`config.mk`:
```
export PLATFORM = sky130hd
export DESIGN_NAME = prefetcher_op_sched
export DESIGN_NICKNAME = d
export VERILOG_FILES = /design/src/rtl/prefetcher_op_sched.sv
export SDC_FILE = /design/constraint.sdc
export NUM_CORES = 1
export LEC_CHECK = 0
export ABC_AREA = 0
export CAP_MARGIN = 20
export CORE_AREA = 2 2 86 88
export DETAILED_ROUTE_END_ITERATION = 10
export DIE_AREA = 0 0 88 90
export GPL_ROUTABILITY_DRIVEN = 0
export HOLD_SLACK_MARGIN = 0.1
export PLACE_DENSITY = 0.8
export SYNTH_ARGS = -nofsm -noshare
export SYNTH_HDL_FRONTEND = slang
export SYNTH_SLANG_ARGS = --single-unit
```
`constraint.sdc`:
```
create_clock -name clk -period 7.6 [get_ports clk]
set_input_delay 1.52 -clock clk [delete_from_list [all_inputs] [get_ports clk]]
set_output_delay 1.52 -clock clk [all_outputs]
set_load 0.005 [all_outputs]
```
`src/rtl/prefetcher_op_sched.sv`:
```
// ---------------------------------------------------------------------------
// prefetcher_op_sched
//
// Purpose:
//   Per-cycle opcode scheduler in front of the prefetcher data queue. The
//   queue accepts exactly one opcode per clock. Each cycle this block picks
//   one of four requesters and turns its valid/ready handshake into a single
//   queue opcode:
//     3 = slave read data, 2 = master AR, 4 = master R read-out (promise),
//     1 = prefetch generator, 0 = NOP.
//   Slave data has fixed top priority, with a starvation guard. The other
//   three share the remaining slots round robin. An IDLE/RUN/DRAIN/ERROR
//   state machine gates which requesters may be served.
//
// Ports:
//   clk, resetN                  clock (posedge) / async active-low reset
//   crs_enable, crs_errClear     run enable / error clear pulse
//   s_r_valid / s_r_ready        slave read data handshake
//   m_ar_valid / m_ar_ready      master read address handshake
//   m_ar_addr                    master block-aligned address
//   m_r_valid / m_r_ready        data beat towards the master
//   pf_valid / pf_ready          prefetch request handshake
//   pf_addr                      prefetch block-aligned address
//   q_pr_r_valid                 queue has a deliverable beat
//   q_almostFull                 queue status
//   q_hasOutstanding             queue status
//   q_errorCode                  queue error for the previous opcode
//   q_reqOpcode, q_reqAddr       opcode and address sent to the queue
//   state                        0 IDLE, 1 RUN, 2 DRAIN, 3 ERROR
//   errLatched                   first nonzero error since the last clear
// ---------------------------------------------------------------------------
module prefetcher_op_sched #(
  parameter int LOG_QUEUE_SIZE = 8,
  parameter int ADDR_BITS      = 64,
  parameter int STARVE_LIMIT   = 8
) (
  input  logic                 clk,
  input  logic                 resetN,
  input  logic                 crs_enable,
  input  logic                 crs_errClear,
  input  logic                 s_r_valid,
  output logic                 s_r_ready,
  input  logic                 m_ar_valid,
  output logic                 m_ar_ready,
  input  logic [ADDR_BITS-1:0] m_ar_addr,
  output logic                 m_r_valid,
  input  logic                 m_r_ready,
  input  logic                 pf_valid,
  output logic                 pf_ready,
  input  logic [ADDR_BITS-1:0] pf_addr,
  input  logic                 q_pr_r_valid,
  input  logic                 q_almostFull,
  input  logic                 q_hasOutstanding,
  input  logic [2:0]           q_errorCode,
  output logic [2:0]           q_reqOpcode,
  output logic [ADDR_BITS-1:0] q_reqAddr,
  output logic [1:0]           state,
  output logic [2:0]           errLatched
);

  // Named empty block: an out-of-range parameter set shows up in the
  // elaborated hierarchy as g_illegalParams.
  if (LOG_QUEUE_SIZE < 1 || STARVE_LIMIT < 1 || STARVE_LIMIT > 255) begin : g_illegalParams
  end

  localparam logic [7:0] LP_LIMIT = 8'(STARVE_LIMIT);

  typedef enum logic [1:0] {
    S_IDLE  = 2'd0,
    S_RUN   = 2'd1,
    S_DRAIN = 2'd2,
    S_ERROR = 2'd3
  } state_t;

  state_t     r_state, w_stateNext;
  logic [7:0] r_starveCnt;
  logic [1:0] r_rrPtr;
  logic [2:0] r_errLatched;

  logic       w_live;
  logic       w_sEl, w_arEl, w_rEl, w_pfEl, w_otherEl;
  logic       w_grantS, w_rrGo;
  logic       w_grantAr, w_grantR, w_grantPf;
  logic [1:0] w_winner;

  // Nothing is granted while reset is held or while in ERROR. The resetN
  // term keeps the outputs quiet during reset, not just after the first edge.
  assign w_live    = resetN & (r_state != S_ERROR);
  assign w_sEl     = w_live & s_r_valid;
  assign w_rEl     = w_live & q_pr_r_valid & m_r_ready;
  assign w_arEl    = w_live & (r_state == S_RUN) & m_ar_valid;
  assign w_pfEl    = w_live & (r_state == S_RUN) & pf_valid & ~q_almostFull;
  assign w_otherEl = w_arEl | w_rEl | w_pfEl;

  // Slave data wins unless it has already been granted STARVE_LIMIT times
  // in a row while someone else was waiting.
  assign w_grantS = w_sEl & ~((r_starveCnt == LP_LIMIT) & w_otherEl);
  assign w_rrGo   = w_otherEl & ~w_grantS;

  // Round-robin search order is AR(0) -> R(1) -> PF(2), starting at rrPtr.
  // The illegal pointer value 3 falls into the default and behaves as 0.
  always_comb begin
    w_winner = 2'd0;
    case (r_rrPtr)
      2'd1: begin
        if (w_rEl)       w_winner = 2'd1;
        else if (w_pfEl) w_winner = 2'd2;
        else             w_winner = 2'd0;
      end
      2'd2: begin
        if (w_pfEl)      w_winner = 2'd2;
        else if (w_arEl) w_winner = 2'd0;
        else             w_winner = 2'd1;
      end
      default: begin
        if (w_arEl)      w_winner = 2'd0;
        else if (w_rEl)  w_winner = 2'd1;
        else             w_winner = 2'd2;
      end
    endcase
  end

  assign w_grantAr = w_rrGo & (w_winner == 2'd0);
  assign w_grantR  = w_rrGo & (w_winner == 2'd1);
  assign w_grantPf = w_rrGo & (w_winner == 2'd2);

  // m_r_valid is only raised in the cycle the promise opcode goes out, so
  // the master never sees a beat that the queue did not also see retired.
  assign s_r_ready  = w_grantS;
  assign m_ar_ready = w_grantAr;
  assign m_r_valid  = w_grantR;
  assign pf_ready   = w_grantPf;

  // Opcode and address towards the queue; exactly one grant is ever active.
  always_comb begin
    q_reqOpcode = 3'd0;
    q_reqAddr   = '0;
    if (w_grantS) begin
      q_reqOpcode = 3'd3;
    end else if (w_grantAr) begin
      q_reqOpcode = 3'd2;
      q_reqAddr   = m_ar_addr;
    end else if (w_grantR) begin
      q_reqOpcode = 3'd4;
    end else if (w_grantPf) begin
      q_reqOpcode = 3'd1;
      q_reqAddr   = pf_addr;
    end
  end

  // Next state. A fresh queue error overrides every other transition, and it
  // also beats a simultaneous errClear while already in ERROR.
  always_comb begin
    w_stateNext = r_state;
    case (r_state)
      S_IDLE:  if (crs_enable) w_stateNext = S_RUN;
      S_RUN:   if (!crs_enable) w_stateNext = S_DRAIN;
      S_DRAIN: begin
        if (crs_enable)            w_stateNext = S_RUN;
        else if (!q_hasOutstanding) w_stateNext = S_IDLE;
      end
      S_ERROR: if (crs_errClear && (q_errorCode == 3'd0)) w_stateNext = S_IDLE;
      default: w_stateNext = S_IDLE;
    endcase
    if ((r_state != S_ERROR) && (q_errorCode != 3'd0)) w_stateNext = S_ERROR;
  end

  // State register.
  always_ff @(posedge clk or negedge resetN) begin
    if (!resetN) r_state <= S_IDLE;
    else         r_state <= w_stateNext;
  end

  // Starvation counter and round-robin pointer. The counter only grows while
  // slave data is being granted over a waiting requester; anything else
  // clears it.
  always_ff @(posedge clk or negedge resetN) begin
    if (!resetN) begin
      r_starveCnt <= 8'd0;
      r_rrPtr     <= 2'd0;
    end else begin
      if (w_grantS && w_otherEl)
        r_starveCnt <= (r_starveCnt == LP_LIMIT) ? r_starveCnt : r_starveCnt + 8'd1;
      else
        r_starveCnt <= 8'd0;
      if (w_rrGo)
        r_rrPtr <= (w_winner == 2'd2) ? 2'd0 : w_winner + 2'd1;
    end
  end

  // Sticky error capture: only the first nonzero code after a clear is kept.
  always_ff @(posedge clk or negedge resetN) begin
    if (!resetN) begin
      r_errLatched <= 3'd0;
    end else if ((q_errorCode != 3'd0) && (r_errLatched == 3'd0)) begin
      r_errLatched <= q_errorCode;
    end else if ((r_state == S_ERROR) && crs_errClear && (q_errorCode == 3'd0)) begin
      r_errLatched <= 3'd0;
    end
  end

  assign state      = r_state;
  assign errLatched = r_errLatched;

endmodule
```
==> flow_metrics.py, run 1 <==
metrics = {
    "global_routing": {
        "antenna_found_initial": 0,
        "grt_max_degree": 49,
        "grtUsageTotal": 0.204,
        "grt_pass1_vias": 2828,
        "grt-ovfl-total": 0,
        "grt_pass1_wl_um": 13200,
    },
    "synth": {
        "ys_ff_latch": 15,
        "synth.area.top_cells": "nand2_1 29%, dfrtp_1 20%, a21oi_1 15%",
        "yosysWarnings": 0,
        "synth_cell_types": 33,
        "netlist_instances": 317,
        "synth.cell_area_um2": 1840,
        "syn_area_per_cell_um2": 5.81,
        "ys_seq_area_frac": 0.204,
        "synth_top_area_frac": 0.286,
        "synth_area_leader_cell": "nand2_1",
        "syn-num-nets": 463,
    },
    "pwr": {
        "p_int_uw": 267,
        "p_sw_uw": 179,
        "seqPwrFrac": 0.230,
        "power_density_nw_per_um2": 108,
        "cellLeakagePower_uw": 0.00163,
        "power_uw": 446,
        "swShare": 0.401,
        "peakVddDrop_mv": 0.0692,
        "combPwrFrac": 0.631,
        "clockPowerShare": 0.139,
    },
    "setup_path": {
        "crit_required_ps": 6080,
        "arrival_ps": 5010,
        "critical_path_class": "in2out",
        "r2r_slack_ps": 4930,
        "cp-start-kind": "primary input",
        "cp_max_fo": 48,
        "crit_path_end_kind": "output pin",
    },
    "placed_design": {
        "io_buffers": 217,
        "hpwl_um": 6960,
    },
    "floorplanning": {
        "die_h_um": 90,
        "start_util": 0.262,
        "rows": 31,
        "die_width_um": 88,
        "die_area_um2": 7920,
        "ios": 218,
        "coreArea_um2": 7020,
    },
    "run": {
        "maxCapViolations": 0,
    },
    "run_status": {
        "status": "complete, no violations",
    },
    "detailed_routing": {
        "num_vias": 2922,
        "drc_errors": 0,
        "drt-total-wl_um": 8550,
        "drtAntennaViolNets": 0,
        "drt_first_pass_iters": 4,
        "vias_per_cell": 4.72,
        "drt-initial-drc-count": 109,
        "post_drt_wl_per_cell_um": 13.8,
    },
    "clock_tree": {
        "cts_buffers": 3,
        "cts_tree": "done",
        "htreeDepth": 1,
        "clkTransAtPathRegs_ps": 50,
        "cts_resized": 0,
        "clock_latency_ps": 240,
        "clk_path_buf_depth": 2,
        "post-cts-setup-buffers": 0,
        "ctsHoldBuffers": 0,
        "cts.sinks": 15,
        "clock_tree.root_cell": "clkbuf_8",
    },
    "final_layout": {
        "final_cell_mix": "217 x clkdlybuf4s50_1, 140 x nand2_1, 55 x a21oi_1, 15 x dfrtp_1, 14 x nor2_1",
        "fillers": 633,
        "drive_gt1_frac": 0.0385,
        "mostFrequentLayoutCell": "clkdlybuf4s50_1",
        "area_growth_pct": 125,
        "antenna_cells": 0,
        "final_net_count": 667,
    },
    "sta": {
        "maxSlewHeadroom": 0.298,
        "hold_violations": 0,
        "period_share": 0.859,
        "slew_violations": 0,
        "fin_tns_setup_ps": 0,
        "clock_skew_ps": 4.66,
        "final-setup-viol-count": 0,
        "tightestPinTransition_ps": 1050,
        "min_period_ps": 6530,
        "fmax_mhz": 153,
        "rsz0062_at_grt": "no",
    },
    "min_path": {
        "hp-class": "reg2reg",
    },
}
==> power groups by stage <==
stage / logic (µW) / registers [µW] / clock network, µW
4_1_cts: 285 / 102 / 63.8
5_1_grt: 314 / 105 / 69.9
3_3_place_gp: 278 / 103 / 0
6_report: 282 / 103 / 61.9
2_1_floorplan: 144 / 102 / 0
3_5_place_dp: 284 / 103 / 0
==> cells by family (layout without fill, tap and decap cells) <==
group,count (synthesis),after routing,share of synthesized area
AND/OR/NAND/NOR,176,176,0.398
AO/OA/AOI/OAI,88,88,0.277
buffers and inverters,28,231,0.0653
flip-flops,15,15,0.204
XOR/XNOR,6,6,0.0286
adder cells (fa/ha/maj),4,4,0.0272
==> state kept, by name, summed over array words and instances, names as in the netlist <==
| register | count |
|---|---|
| r_rrPtr | 2 |
| state | 2 |
| r_starveCnt | 8 |
| errLatched | 3 |
==> path summary, 6_finish.rpt <==
kind / to / from / cells past startpoint
setup / recovery: q_reqOpcode[1] / resetN / 8
hold / removal: r_starveCnt[0] / r_starveCnt[0] / 1
setup reg to reg: r_rrPtr[0] / r_starveCnt[5] / 5
hold reg to reg: r_starveCnt[0] / r_starveCnt[0] / 1
max in group asynchronous: r_starveCnt[0] / resetN / 1
min in group asynchronous: errLatched[2] / resetN / 1
==> per-layer routing <==
layer	GRT usage	share of wire
met2	0.386	0.51
met4	0.0359	0.014
met3	0.0459	0.086
met5	0	0
met1	0.229	0.39
==> final cells by class <==
type	count	area, µm²	area share
clock buffers	4	45.0	0.0109
inverters	7	26.3	0.00635
multi-input cells	274	1360	0.328
flip-flops and latches	15	375	0.0908
well taps	99	124	0.0300
repair buffers	220	2210	0.534
==> per-stage QoR <==
stage / area (µm²) / worst slack [ps] / utilization / hold slack, ps / cells
floorplan: 1840 / 3080 / - / 468 / 317
global placement: 4090 / 1060 / 0.583 / 491 / 615
detailed placement: 4090 / 1020 / 0.583 / 506 / 615
CTS: 4140 / 1020 / 0.589 / 514 / 619
global route: 4140 / 683 / 0.589 / 535 / 619
finish: 4140 / 1070 / 0.589 / 506 / 619
==> critical path: stages <==
cell             delay (ps)
clkdlybuf4s50_1         920
a21boi_0                420
nand3_1                 150
a21o_1                  230
nand4b_4                600
buf_4                   460
o21ai_0                 180
clkdlybuf4s50_1         520
==> cell usage after synthesis <==
library cell    n
and3_1          3
o311a_1         1
nand2_1       140
nor2b_1         1
a32oi_1         1
ha_1            4
a21oi_2        10
o21ai_0        12
or3_1           1
nand3b_1        2
a21oi_1        55
or4_1           1
xnor2_1         2
a21o_1          3
clkbuf_1       18
nor3_1          2
and3b_1         1
buf_1           1
inv_1           7
nand4b_1        1
nand3_1         7
dfrtp_1        15
o21ai_1         1
nor2_1         14
buf_6           2
nor3b_1         1
o21a_1          1
nand4b_4        1
a311oi_1        2
or2_2           1
a21boi_0        1
xor2_1          4
o311ai_0        1
(Power assumes the default switching activity.)
==> inputs of run 2 (changes only) <==
CTS_CLUSTER_DIAMETER = 100   (was default)
==> results of run 2 <==
Same layout as run 1: the final DEF is identical, and so are final timing and power.
